<file path="src/rtl/hazard_control.sv">
// Load-use / redirect / hlt control for the fetch-execute pipeline: drives PC and
// pipeline-register stall, flush and bubble controls, and counts stall/flush events.
module hazard_control #(
  parameter int CNT_W        = 16,
  parameter int FLUSH_CYCLES = 1
) (
  input  logic             clk,
  input  logic             rst_n,
  input  logic [4:0]       id_read_reg1,
  input  logic [4:0]       id_read_reg2,
  input  logic             id_uses_rs1,
  input  logic             id_uses_rs2,
  input  logic             id_hlt,
  input  logic [4:0]       ex_write_reg,
  input  logic             ex_reg_write,
  input  logic             ex_mem_reg,
  input  logic             ex_redirect,
  output logic             pc_stall,
  output logic             fd_stall,
  output logic             fd_flush,
  output logic             fe_bubble,
  output logic             halted,
  output logic [CNT_W-1:0] stall_count,
  output logic [CNT_W-1:0] flush_count
);

  localparam int REM_W = (FLUSH_CYCLES > 1) ? $clog2(FLUSH_CYCLES) : 1;
  localparam logic [REM_W-1:0] REM_RELOAD = REM_W'(FLUSH_CYCLES - 1);

  typedef enum logic [1:0] {ST_RUN, ST_FLUSH, ST_HALT} state_e;

  state_e           state_q, state_d;
  logic [REM_W-1:0] rem_q, rem_d;
  logic [CNT_W-1:0] stall_cnt_q, stall_cnt_d;
  logic [CNT_W-1:0] flush_cnt_q, flush_cnt_d;
  logic             hz;

  function automatic logic [CNT_W-1:0] sat_inc(input logic [CNT_W-1:0] v);
    return (&v) ? v : v + CNT_W'(1);
  endfunction

  // x0 is never a real producer, so a load targeting it cannot cause a hazard
  assign hz = ex_mem_reg & ex_reg_write & (ex_write_reg != 5'd0) &
              ((id_uses_rs1 & (id_read_reg1 == ex_write_reg)) |
               (id_uses_rs2 & (id_read_reg2 == ex_write_reg)));

  always_ff @(posedge clk or negedge rst_n) begin
    if (!rst_n) begin
      state_q     <= ST_RUN;
      rem_q       <= '0;
      stall_cnt_q <= '0;
      flush_cnt_q <= '0;
    end else begin
      state_q     <= state_d;
      rem_q       <= rem_d;
      stall_cnt_q <= stall_cnt_d;
      flush_cnt_q <= flush_cnt_d;
    end
  end

  always_comb begin
    state_d     = state_q;
    rem_d       = rem_q;
    stall_cnt_d = stall_cnt_q;
    flush_cnt_d = flush_cnt_q;
    case (state_q)
      ST_RUN: begin
        if (ex_redirect) begin
          flush_cnt_d = sat_inc(flush_cnt_q);
          if (FLUSH_CYCLES > 1) begin
            state_d = ST_FLUSH;
            rem_d   = REM_RELOAD;
          end
        end else if (hz) begin
          stall_cnt_d = sat_inc(stall_cnt_q);
        end else if (id_hlt) begin
          state_d = ST_HALT;
        end
      end
      ST_FLUSH: begin
        if (ex_redirect) begin
          flush_cnt_d = sat_inc(flush_cnt_q);
          rem_d       = REM_RELOAD;
        end else begin
          rem_d = rem_q - REM_W'(1);
          if (rem_q == REM_W'(1)) state_d = ST_RUN;
        end
      end
      ST_HALT: ;
      default: state_d = ST_RUN;
    endcase
  end

  // Mealy controls: same-cycle response, held low while reset is asserted
  always_comb begin
    pc_stall  = 1'b0;
    fd_stall  = 1'b0;
    fd_flush  = 1'b0;
    fe_bubble = 1'b0;
    halted    = 1'b0;
    if (rst_n) begin
      case (state_q)
        ST_RUN: begin
          if (ex_redirect) begin
            fd_flush  = 1'b1;
            fe_bubble = 1'b1;
          end else if (hz) begin
            pc_stall  = 1'b1;
            fd_stall  = 1'b1;
            fe_bubble = 1'b1;
          end else if (id_hlt) begin
            pc_stall  = 1'b1;
            fd_stall  = 1'b1;
            fe_bubble = 1'b1;
            halted    = 1'b1;
          end
        end
        ST_FLUSH: begin
          fd_flush  = 1'b1;
          fe_bubble = 1'b1;
        end
        ST_HALT: begin
          pc_stall  = 1'b1;
          fd_stall  = 1'b1;
          fe_bubble = 1'b1;
          halted    = 1'b1;
        end
        default: ;
      endcase
    end
  end

  assign stall_count = stall_cnt_q;
  assign flush_count = flush_cnt_q;

endmodule

</file>
<file path="config.mk">
export PLATFORM = sky130hd
export DESIGN_NAME = hazard_control
export DESIGN_NICKNAME = d
export VERILOG_FILES = /design/src/rtl/hazard_control.sv
export SDC_FILE = /design/constraint.sdc
export NUM_CORES = 1
export LEC_CHECK = 0
export CORE_ASPECT_RATIO = 0.75
export CORE_MARGIN = 2
export CORE_UTILIZATION = 45
export DETAILED_ROUTE_END_ITERATION = 12
export PLACE_DENSITY = 0.84
export SETUP_SLACK_MARGIN = 0.4
export SYNTH_ARGS = -nofsm -noshare
export SYNTH_HDL_FRONTEND = slang
export SYNTH_SLANG_ARGS = --single-unit
</file>
<file path="constraint.sdc">
create_clock -name clk -period 2.1 [get_ports clk]
set_clock_uncertainty 0.05 [all_clocks]
set_input_delay 0.42 -clock clk [delete_from_list [all_inputs] [get_ports clk]]
set_output_delay 0.42 -clock clk [all_outputs]
set_load 0.03 [all_outputs]
</file>
==> results.json <==
{
  "critPathArrivalTime_ns": 1.77,
  "gr-usage-met3": 0.06386,
  "track_usage": 0.2448,
  "start_util": 0.4764,
  "timing.rr.end": "stall_count[11]",
  "netlist_area_mm2": 0.001767,
  "nNetsFinal": 296,
  "fin_crit_ns": 2.239,
  "violations": "setup timing",
  "ant_nets": 0,
  "maxSlewHeadroom": 0.5013,
  "fill_cells": 194,
  "worstPathRequired_ns": 1.63,
  "wl_per_cell_um": 17.03,
  "r2r_cells": 9,
  "cts-root-buf": "clkbuf_8",
  "cts_tree": "built",
  "syn_avg_cell_area_um2": 10.58,
  "dieArea_mm2": 0.004449,
  "chipHeight_um": 58.27,
  "timing.fmax_mhz": 446.6,
  "crit_start": "ex_write_reg[2]",
  "syn_inst": 167,
  "grt-ovfl-total": 0,
  "p_sw_frac": 0.2609,
  "ys_types": 37,
  "r2r_start": "stall_count[1]",
  "firstDrtPassIters": 4,
  "grt_pass1_vias": 1669,
  "cp_max_fo": 2,
  "via_count": 1693,
  "final-hold-violation-count": 0,
  "outcome": "finished, violations left",
  "io_pins": 60,
  "clock_path_buffers": 2,
  "switchingPower_uw": 418.4,
  "grt_pass1_wl_mm": 8.314,
  "cts.clk_slew.worst_paths_ns": 0.06,
  "gp_congestion": 0.8007,
  "viasPerCell": 5.225,
  "yosysWarnings": 0,
  "power.density_mw_per_mm2": 511.5,
  "cts_hold_buf": 0,
  "drv_cap": 0,
  "drive_above_1_share": 0.4559,
  "sequentialPowerShare": 0.431,
  "clockPowerShare": 0.395,
  "met1_usage": 0.2982,
  "worst_slew_pin_slew_ns": 0.7458,
  "placed_cell_area_mm2": 0.002615,
  "syn-num-nets": 192,
  "finalPower_mw": 1.604,
  "max-vdd-ir-drop_mv": 0.4472,
  "setup_ws_ns": -0.1392,
  "hpwl_mm": 3.261,
  "core-area_mm2": 0.003709,
  "r2r_slack_ns": 0.12,
  "critPathKind": "in -> out",
  "drc": 0,
  "antenna_found_initial": 0,
  "drt_iter0_markers": 98,
  "num_rows": 19,
  "top_usage_layer": "met2",
  "antenna_cells": 0,
  "ys_top_cells_by_area": "dfrtp_1, xnor2_1, xor2_1",
  "worst_setup_path_start_kind": "input port",
  "cts_buffers": 5,
  "ys_seq_area_frac": 0.4674,
  "grt_max_degree": 31,
  "finalCoreUtilization": 0.8455,
  "routed_wl_mm": 5.518,
  "internal_power_mw": 1.185,
  "io_buffers": 59,
  "fin_area_mm2": 0.003136,
  "met2_usage": 0.4172,
  "setup_viol": 15,
  "cts_max_level": 2,
  "clkLatencyLatePin_ns": 0.29,
  "clock_sinks": 33,
  "yosysTopAreaCellShare": 0.4674,
  "dp_slack_ns": -0.4793,
  "ys_ff_latch": 33,
  "power_frac_comb": 0.174,
  "cp-end-kind": "output port",
  "grt_setup_unrepaired": "yes",
  "fin_crit_sh": 1.066,
  "hp-class": "in -> async",
  "finalSetupTns_ns": -0.8720,
  "leakagePower_nw": 1.600,
  "area_delta_synth_final_pct": 77.48,
  "synth_largest_area_cell": "dfrtp_1",
  "die_w_um": 76.35,
  "maxSlewViolCount": 0
}
critical path, cell delays in order:
cell	delay [ns]
buf_8	0.09
or3_1	0.36
o311a_1	0.34
nand2_2	0.11
a31o_2	0.17
and2_4	0.14
buf_6	0.12
cell families (layout without fill, tap and decap cells):
family,count (synthesis),count (layout),synth area share
AO/OA/AOI/OAI,9,9,0.04887
XOR/XNOR,39,39,0.1933
adder cells (fa/ha/maj),2,2,0.01416
buffers and inverters,9,114,0.02549
flip-flops,33,33,0.4674
multiplexers,1,1,0.006373
AND/OR/NAND/NOR,74,74,0.2443
Yosys cell counts (all sizes together):
cell type / instances
nor3: 6
nor4: 4
buf: 2
o311a: 1
a31o: 1
a31oi: 1
dfrtp: 33
nand3: 14
xor2: 14
o31ai: 1
o21a: 3
ha: 2
and2: 3
nor2: 14
xnor2: 25
nand2b: 1
o22ai: 1
or3: 3
inv: 7
a21oi: 1
and4: 3
nand4: 6
nand2: 17
mux2: 1
and3: 3
sequential cells by signal, summed over array words and instances, names as in the netlist:
name and flops:
flush_count 16, state_q 1, stall_count 16
area by class of cell:
cell class,instances,area [um^2],area share
sequential,33,842.1,0.2686
multi-input combinational,125,1174,0.3743
inverter,7,26.28,0.008380
clock buffer,7,86.33,0.02753
timing repair buffer,99,912.1,0.2909
tap,52,65.06,0.02075
clock inverter,1,30.03,0.009577
metal layers:
layer	wire length [um]	up-vias
met5	0	-
met1	2138	827
met2	2893	67
met4	169	0
met3	318	17
li1	-	782
placed cells by master, fill, tap and decap left out, types with 3 or more instances in the layout:
cell	n
inv_1	6
nand4_1	4
xnor2_2	6
nor2_1	6
xnor2_1	19
nand2_1	13
nor2_4	6
dfrtp_1	20
nand3_1	12
xor2_1	14
nor4_4	4
clkdlybuf4s50_1	3
buf_2	7
dfrtp_2	13
nor3_4	5
clkdlybuf4s15_1	5
dlygate4sd2_1	36
nand2_2	4
buf_4	24
buf_6	19
clkbuf_8	6
what timing repair did:
action                     4_1_cts  5_1_grt
setup buffers                   13       15
pin swaps                       36       15
gates cloned                     1        0
resized for setup              118       16
setup endpoints to repair       55       31
how the worst max path moves through the flow:
stage	depth (start not counted)	to	slack, ns
CTS	7	halted	-0.15
floorplan	6	pc_stall	0.08
finish	7	halted	-0.14
global placement	7	fe_bubble	-0.46
detailed placement	7	halted	-0.48
global route	10	halted	-0.17
stage by stage:
stage | cells | hold slack (ns)
2_1_floorplan | 167 | 0.07441
3_3_place_gp | 287 | 0.4208
3_5_place_dp | 287 | 0.4352
4_1_cts | 309 | 0.2435
5_1_grt | 324 | 0.2617
6_report | 324 | 0.2450
power by group through the flow:
stage	Combinational [mW]	Clock (mW)	Sequential [mW]
floorplan	0.0724	0	0.736
global placement	0.239	0	0.695
detailed placement	0.243	0	0.697
CTS	0.243	0.626	0.683
global route	0.300	0.668	0.696
finish	0.280	0.634	0.691
Note: power is estimated with default switching activity, not from simulation.
